[config.mk]
export PLATFORM = sky130hd
export DESIGN_NAME = uart
export DESIGN_NICKNAME = d
export VERILOG_FILES = /design/src/rtl/uart.sv
export SDC_FILE = /design/constraint.sdc
export NUM_CORES = 1
export LEC_CHECK = 0
export ABC_AREA = 0
export ABC_CLOCK_PERIOD_IN_PS = 2430
export CORE_UTILIZATION = 57
export DETAILED_ROUTE_END_ITERATION = 10
export PLACE_DENSITY = 0.79
export SLEW_MARGIN = 20
export SYNTH_ARGS = -nofsm -noshare
export SYNTH_HDL_FRONTEND = slang
export SYNTH_SLANG_ARGS = --single-unit
[constraint.sdc]
create_clock -name clk -period 2.43 [get_ports clk]
set_clock_uncertainty 0.05 [all_clocks]
set_input_delay 0.243 -clock clk [delete_from_list [all_inputs] [get_ports clk]]
set_output_delay 0.243 -clock clk [all_outputs]
set_load 0.05 [all_outputs]
[src/rtl/uart.sv]
// UART with a multi-byte command transmitter and a multi-byte word receiver.
// Frames are 1 start, 8 data LSB-first, optional even parity and 1 stop bit.
module uart #(
    parameter int unsigned CMD_WIDTH  = 16,
    parameter int unsigned READ_WIDTH = 8,
    parameter int unsigned BR         = 115200,
    parameter int unsigned CHEAK      = 1,
    parameter int unsigned CLK_FREQ   = 100000000
) (
    input  logic                  clk,
    input  logic                  rst_n,
    input  logic [CMD_WIDTH-1:0]  cmd_in,
    input  logic                  cmd_vld,
    input  logic                  rx,
    output logic                  tx,
    output logic                  read_rdy,
    output logic [READ_WIDTH-1:0] read_data,
    output logic                  cmd_rdy
);
    localparam int unsigned DIV      = CLK_FREQ / BR;
    localparam int unsigned HALF     = DIV / 2;
    localparam int unsigned CNT_W    = $clog2(DIV + 1);
    localparam int unsigned TX_BYTES = CMD_WIDTH / 8;
    localparam int unsigned RX_BYTES = READ_WIDTH / 8;
    localparam int unsigned TXB_W    = $clog2(TX_BYTES + 1);
    localparam int unsigned RXB_W    = $clog2(RX_BYTES + 1);

    typedef enum logic [2:0] {TX_IDLE, TX_START, TX_DATA, TX_PARITY, TX_STOP} tx_state_t;
    typedef enum logic [2:0] {RX_IDLE, RX_START, RX_DATA, RX_PARITY, RX_STOP} rx_state_t;

    tx_state_t             tx_state, tx_state_n;
    logic [CNT_W-1:0]      tx_cnt, tx_cnt_n;
    logic [2:0]            tx_bit, tx_bit_n, tx_bit_inc;
    logic [TXB_W-1:0]      tx_byte, tx_byte_n;
    logic [CMD_WIDTH-1:0]  tx_shift, tx_shift_n;
    logic [7:0]            tx_cur;
    logic                  tx_end, tx_n, cmd_rdy_n;

    rx_state_t             rx_state, rx_state_n;
    logic                  rx_s1, rx_s2, rx_d;
    logic [CNT_W-1:0]      rx_cnt, rx_cnt_n;
    logic [2:0]            rx_bit, rx_bit_n;
    logic [7:0]            rx_sh, rx_sh_n;
    logic [RXB_W-1:0]      rx_byte, rx_byte_n;
    logic [READ_WIDTH-1:0] rx_word, rx_word_n, rx_acc, read_data_n;
    logic                  rx_tick, read_rdy_n;

    // TX state and output registers
    always_ff @(posedge clk) begin
        if (rst_n) begin
            tx_state <= TX_IDLE;
            tx_cnt   <= '0;
            tx_bit   <= '0;
            tx_byte  <= '0;
            tx_shift <= '0;
            tx       <= 1'b1;
            cmd_rdy  <= 1'b0;
        end else begin
            tx_state <= tx_state_n;
            tx_cnt   <= tx_cnt_n;
            tx_bit   <= tx_bit_n;
            tx_byte  <= tx_byte_n;
            tx_shift <= tx_shift_n;
            tx       <= tx_n;
            cmd_rdy  <= cmd_rdy_n;
        end
    end

    // TX next state: current byte is always the top byte of the shift register
    always_comb begin
        tx_cur     = tx_shift[CMD_WIDTH-1 -: 8];
        tx_end     = (tx_cnt == CNT_W'(DIV - 1));
        tx_bit_inc = tx_bit + 3'd1;
        tx_state_n = tx_state;
        tx_cnt_n   = (tx_state == TX_IDLE || tx_end) ? '0 : tx_cnt + CNT_W'(1);
        tx_bit_n   = tx_bit;
        tx_byte_n  = tx_byte;
        tx_shift_n = tx_shift;
        tx_n       = tx;
        cmd_rdy_n  = cmd_rdy;
        case (tx_state)
            TX_IDLE: begin
                tx_n      = 1'b1;
                cmd_rdy_n = 1'b1;
                if (cmd_vld && cmd_rdy) begin
                    tx_state_n = TX_START;
                    tx_n       = 1'b0;
                    cmd_rdy_n  = 1'b0;
                    tx_shift_n = cmd_in;
                    tx_byte_n  = '0;
                end
            end
            TX_START: begin
                if (tx_end) begin
                    tx_state_n = TX_DATA;
                    tx_bit_n   = '0;
                    tx_n       = tx_cur[0];
                end
            end
            TX_DATA: begin
                if (tx_end) begin
                    if (tx_bit == 3'd7) begin
                        if (CHEAK != 0) begin
                            tx_state_n = TX_PARITY;
                            tx_n       = ^tx_cur;
                        end else begin
                            tx_state_n = TX_STOP;
                            tx_n       = 1'b1;
                        end
                    end else begin
                        tx_bit_n = tx_bit_inc;
                        tx_n     = tx_cur[tx_bit_inc];
                    end
                end
            end
            TX_PARITY: begin
                if (tx_end) begin
                    tx_state_n = TX_STOP;
                    tx_n       = 1'b1;
                end
            end
            TX_STOP: begin
                if (tx_end) begin
                    if (tx_byte == TXB_W'(TX_BYTES - 1)) begin
                        tx_state_n = TX_IDLE;
                        tx_n       = 1'b1;
                        cmd_rdy_n  = 1'b1;
                    end else begin
                        tx_state_n = TX_START;
                        tx_n       = 1'b0;
                        tx_byte_n  = tx_byte + TXB_W'(1);
                        tx_shift_n = tx_shift << 8;
                    end
                end
            end
            default: tx_state_n = TX_IDLE;
        endcase
    end

    // Two-flop synchronizer plus delayed copy for falling-edge detection
    always_ff @(posedge clk) begin
        if (rst_n) begin
            rx_s1 <= 1'b1;
            rx_s2 <= 1'b1;
            rx_d  <= 1'b1;
        end else begin
            rx_s1 <= rx;
            rx_s2 <= rx_s1;
            rx_d  <= rx_s2;
        end
    end

    // RX state and output registers
    always_ff @(posedge clk) begin
        if (rst_n) begin
            rx_state  <= RX_IDLE;
            rx_cnt    <= '0;
            rx_bit    <= '0;
            rx_sh     <= '0;
            rx_byte   <= '0;
            rx_word   <= '0;
            read_data <= '0;
            read_rdy  <= 1'b0;
        end else begin
            rx_state  <= rx_state_n;
            rx_cnt    <= rx_cnt_n;
            rx_bit    <= rx_bit_n;
            rx_sh     <= rx_sh_n;
            rx_byte   <= rx_byte_n;
            rx_word   <= rx_word_n;
            read_data <= read_data_n;
            read_rdy  <= read_rdy_n;
        end
    end

    // RX next state: half-bit check of the start bit, then centre sampling
    always_comb begin
        rx_tick     = (rx_state == RX_START) ? (rx_cnt == CNT_W'(HALF - 1))
                                             : (rx_cnt == CNT_W'(DIV - 1));
        rx_acc      = (rx_word << 8) | READ_WIDTH'(rx_sh);
        rx_state_n  = rx_state;
        rx_cnt_n    = (rx_state == RX_IDLE || rx_tick) ? '0 : rx_cnt + CNT_W'(1);
        rx_bit_n    = rx_bit;
        rx_sh_n     = rx_sh;
        rx_byte_n   = rx_byte;
        rx_word_n   = rx_word;
        read_data_n = read_data;
        read_rdy_n  = 1'b0;
        case (rx_state)
            RX_IDLE: begin
                if (rx_d && !rx_s2) rx_state_n = RX_START;
            end
            RX_START: begin
                if (rx_tick) begin
                    rx_state_n = rx_s2 ? RX_IDLE : RX_DATA;
                    rx_bit_n   = '0;
                end
            end
            RX_DATA: begin
                if (rx_tick) begin
                    rx_sh_n = {rx_s2, rx_sh[7:1]};
                    if (rx_bit == 3'd7) rx_state_n = (CHEAK != 0) ? RX_PARITY : RX_STOP;
                    else                rx_bit_n   = rx_bit + 3'd1;
                end
            end
            RX_PARITY: begin
                if (rx_tick) begin
                    if (rx_s2 != ^rx_sh) begin
                        rx_state_n = RX_IDLE;
                        rx_word_n  = '0;
                        rx_byte_n  = '0;
                    end else begin
                        rx_state_n = RX_STOP;
                    end
                end
            end
            RX_STOP: begin
                if (rx_tick) begin
                    rx_state_n = RX_IDLE;
                    if (!rx_s2) begin
                        rx_word_n = '0;
                        rx_byte_n = '0;
                    end else if (rx_byte == RXB_W'(RX_BYTES - 1)) begin
                        read_data_n = rx_acc;
                        read_rdy_n  = 1'b1;
                        rx_word_n   = '0;
                        rx_byte_n   = '0;
                    end else begin
                        rx_word_n = rx_acc;
                        rx_byte_n = rx_byte + RXB_W'(1);
                    end
                end
            end
            default: rx_state_n = RX_IDLE;
        endcase
    end
endmodule

==> results.env, run 1 <==
RUN_STATUS='finished, final reports clean'
HOLD-PATH-CELL-COUNT=1
PWR-SHARE-CLK_PCT=37.3
P_SEQ_SHARE_PCT=54.5
MAXIMUM_NUMBER_OF_PINS_ON_ONE_NET_BEFORE_GLOBAL_ROUTE_REPAIR=35
WORST-R2R-SETUP-SLACK_PS=290
MAX_SLEW_VIO_COUNT=0
DRT-TOTAL-WL_UM=6570
CTS.ROOT.BUFFER_CELL='sky130_fd_sc_hd__clkbuf_8'
SYNTH_TOP_FLOP_CELL='sky130_fd_sc_hd__dfxtp_1'
GRT_PASS1_VIAS=2496
TIMING.SLEW.HEADROOM_PCT=57.9
WORST_R2R_ENDPOINT='tx_shift[14]'
FINALSETUPVIOLCOUNT=0
VIAS_PER_CELL=5.52
SYN_TO_FINAL_GROWTH_PCT=15.1
POWER.DENSITY_CELL_AREA_nW_PER_UM2=587
GRT_PASS1_WL_UM=11200
VDD.IR_DROP.WORST_V=0.000407
SYNTH.FF_LATCH_COUNT=72
DIE_H_UM=78.6
TNS_PS=0
TRITONCTS.NUM_BUFFERS=9
HTREEDEPTH=3
CELL_TYPE_CONTRIBUTING_THE_MOST_TOTAL_CELL_AREA_AFTER_SYNTHESIS='sky130_fd_sc_hd__dfxtp_1'
HP-START='rx_s1'
FIRST_ITER_VIOLATIONS=134
MIN_PATH_TYPE='register to register'
NATURE_OF_THE_CRITICAL_PATH_ENDPOINT='register'
WORSTSKEWPAIRLATENCY_PS=340
SYN_NETS=399
WORSTPATHMAXFANOUT=24
PRECTSSETUPSLACK_PS=316
CORE_BOX_AREA_UM2=5570
DRT-WIRELENGTH-PER-CELL_UM=13.7
CP.REQUIRED_PS=2630
INITIAL_CORE_UTIL_PCT=60.1
ANTENNA_VIOLATIONS_BEFORE_REPAIR=0
FIRST_PASS_ITERS=4
CAP_VIOL_MAX_COUNT=0
POWER.COMBINATIONAL.FRACTION_PCT=8.2
WHS_ENDPOINT='rx_s2'
YOSYSWARNINGS=0
REPORT.FINAL.HOLD_VIOL_COUNT=0
FINAL_LAYOUT_SIZE_SUFFIX_GT1_SHARE_PCT=10.1
YS_ASYNC_SR_FRACTION_PCT=0
SWITCHING_SHARE_PCT=24.2
SWITCH_PWR_mW=0.547
SYNTHDISTINCTLIBCELLS=52
DIE_W_UM=78.6
SYNTH-SEQ-AREA-SHARE_PCT=43.0
GP_CONGESTION=0.822
CTS_TREE='yes'
FMAX_MHz=468
FINAL.SETUP.WORST_SLACK_PS=292
VIA_COUNT=2637
FP-ROW-COUNT=27
CP-START-KIND='register'
DRCVIOLATIONCOUNT=0
SYNTH_TOP_AREA_SHARE_PCT=43.0
IO_BUFFERS=30
BUFFER_COUNT_FROM_POST_CTS_SETUP_FIXING=0
GRT_OVERFLOW_TOTAL=0
SYNTHESIS.AREA_UM2=3350
IOPINCOUNT=31
DIE-AREA_UM2=6180
STATIC-LEAKAGE-POWER_nW=1.37
POST_SYNTH_MAIN_AREA_CONTRIBUTORS='sky130_fd_sc_hd__dfxtp_1 (43%), sky130_fd_sc_hd__nor2_1 (6.6%), sky130_fd_sc_hd__xnor2_1 (6.3%), sky130_fd_sc_hd__mux2i_1 (5.1%), sky130_fd_sc_hd__nand3_1 (3.7%)'
ROUTE.ANTENNA.REMAINING_NETS=0
CLOCK-SINKS=72
CTS_RESIZED=0
SETUP_REPAIR_AFTER_GLOBAL_ROUTING_MISSED_ITS_MARGIN='false'
SYN_AREA_PER_CELL_UM2=9.00
TIMING.SETUP.CRITICAL_PATH_CLASS='register to register'
GRT_UTIL_ALL_LAYERS_PCT=23.2
GATE_COUNT_OF_THE_MAPPED_NETLIST=372
SYNTH-EDFF-COUNT=0
PATH_CLK_SLEW_PS=70
PLACE_HPWL_UM=4590
LAYOUT.CELLS.NON_FILLER=478
CELL_DEPTH_OF_THE_WORST_FLOP_TO_FLOP_PATH=6
WORST_R2R_STARTPOINT='tx_cnt[0]'
WORST_EP_ARRIVAL_TIME_PS=2340
PLACE.DETAILED.INSTANCES=463
PERIOD_NEEDED_PS=2140
POWER_REPORT.INTERNAL_TOTAL_mW=1.71
WORST-SLEW-PIN-TRANSITION_PS=632
CTS-HOLD-FIX-BUFFERS=0
CLOCKBUFFERDEPTH=2
TIMING.FINAL.CRIT_SHARE_PCT=88.0
INSERTEDDIODECOUNT=0
NNETSFINAL=429
## layout make-up
cell class                 count  area, µm²
multi-input combinational    274       1780
fill                         461       1720
sequential                    72       1440
timing repair buffer          36        340
clock buffer                  12        155
tap                           72       90.1
inverter                       9       33.8
clock inverter                 3       17.5
## placed cells by master, fill, tap and decap left out, types with 9 or more instances in the layout
master                            count
sky130_fd_sc_hd__a21oi_1             22
sky130_fd_sc_hd__inv_1                9
sky130_fd_sc_hd__clkdlybuf4s50_1     29
sky130_fd_sc_hd__clkbuf_8            11
sky130_fd_sc_hd__xnor2_1             24
sky130_fd_sc_hd__a311oi_1             9
sky130_fd_sc_hd__nor2_1              59
sky130_fd_sc_hd__dfxtp_1             72
sky130_fd_sc_hd__mux2i_1             17
sky130_fd_sc_hd__nand3_1             25
sky130_fd_sc_hd__nand2_1             33
## metal layers
metal  vias to the layer above  global-route usage, %  wire, µm
met1                      1235                   31.1      3220
met3                        11                   3.84       133
met4                         0                   11.1       114
li1                       1355                      -         -
met5                         -                      0         0
met2                        36                   36.1      3100
## cells by family (layout without fill, tap and decap cells)
family          Yosys count  count (layout)  share of synthesized area [%]
compound gates           52              52                           10.6
xor+xnor                 32              32                           8.37
fa+ha+maj                 8               8                           2.91
buf+inv                  26              60                           3.92
flops                    72              72                           43.0
mux                      19              19                           6.43
simple gates            163             163                           24.7
## worst max-delay path: stages (launching register included)
cell and delay [ps]:
sky130_fd_sc_hd__dfxtp_1 380, sky130_fd_sc_hd__ha_1 250, sky130_fd_sc_hd__nand4b_1 210, sky130_fd_sc_hd__nor4_2 360, sky130_fd_sc_hd__o21a_2 450, sky130_fd_sc_hd__nor2_1 80, sky130_fd_sc_hd__a311oi_1 260
## synth_stat cells, drive strengths merged, types with 3 or more instances
master,instances
a311oi,9
nor4,3
ha,7
nand3,26
or2,6
nor2,59
xor2,8
a21oi,22
nand2b,3
clkbuf,12
o21ai,10
nand2,33
or3,5
and3,6
inv,9
o2111ai,3
mux2i,17
xnor2,24
buf,4
nor3,8
nand4b,3
dfxtp,72
## worst max path at each step
stage               cells past startpoint       from      endpoint  slack, ps
finish                                  6  tx_cnt[0]  tx_shift[14]        290
global route                            6  tx_cnt[0]  tx_shift[14]        130
CTS                                     6  tx_cnt[0]  tx_shift[14]        300
detailed placement                      6  tx_cnt[0]  tx_shift[14]        320
global placement                        6  tx_cnt[0]  tx_shift[13]        440
floorplan                               6  tx_cnt[0]     tx_bit[0]        610
## metrics by stage
step	cell area (µm²)	util, %	power (mW)	hold WS, ps
4_1_cts	3850	69.1	2.27	363
2_1_floorplan	3350	-	1.38	297
3_3_place_gp	3680	66.0	1.44	343
3_5_place_dp	3680	66.0	1.44	349
6_report	3850	69.1	2.26	367
5_1_grt	3850	69.1	2.35	402
## registers in the layout, summed over array words and instances, names as in the netlist, 8 cells and up
name,count
tx_cnt,10
read_data,8
rx_cnt,10
tx_shift,16
rx_acc,8
## power groups by stage
stage | Clock [mW] | Combinational [mW] | Sequential, mW
6_report | 0.845 | 0.185 | 1.23
3_3_place_gp | 0 | 0.182 | 1.26
4_1_cts | 0.858 | 0.186 | 1.23
2_1_floorplan | 0 | 0.123 | 1.26
3_5_place_dp | 0 | 0.184 | 1.26
5_1_grt | 0.915 | 0.204 | 1.23
No activity file was read; power rests on OpenSTA's default activity.
==> run 2, diff against run 1 <==
SKIP_LAST_GASP = 1   (was unset)
==> results of run 2 <==
Final layout, timing and power as in run 1 (identical DEF).
==> run 3, diff against run 2 <==
CAP_MARGIN = 20   (was unset)
==> results of run 3 <==
Final layout, timing and power as in run 1 (identical DEF).
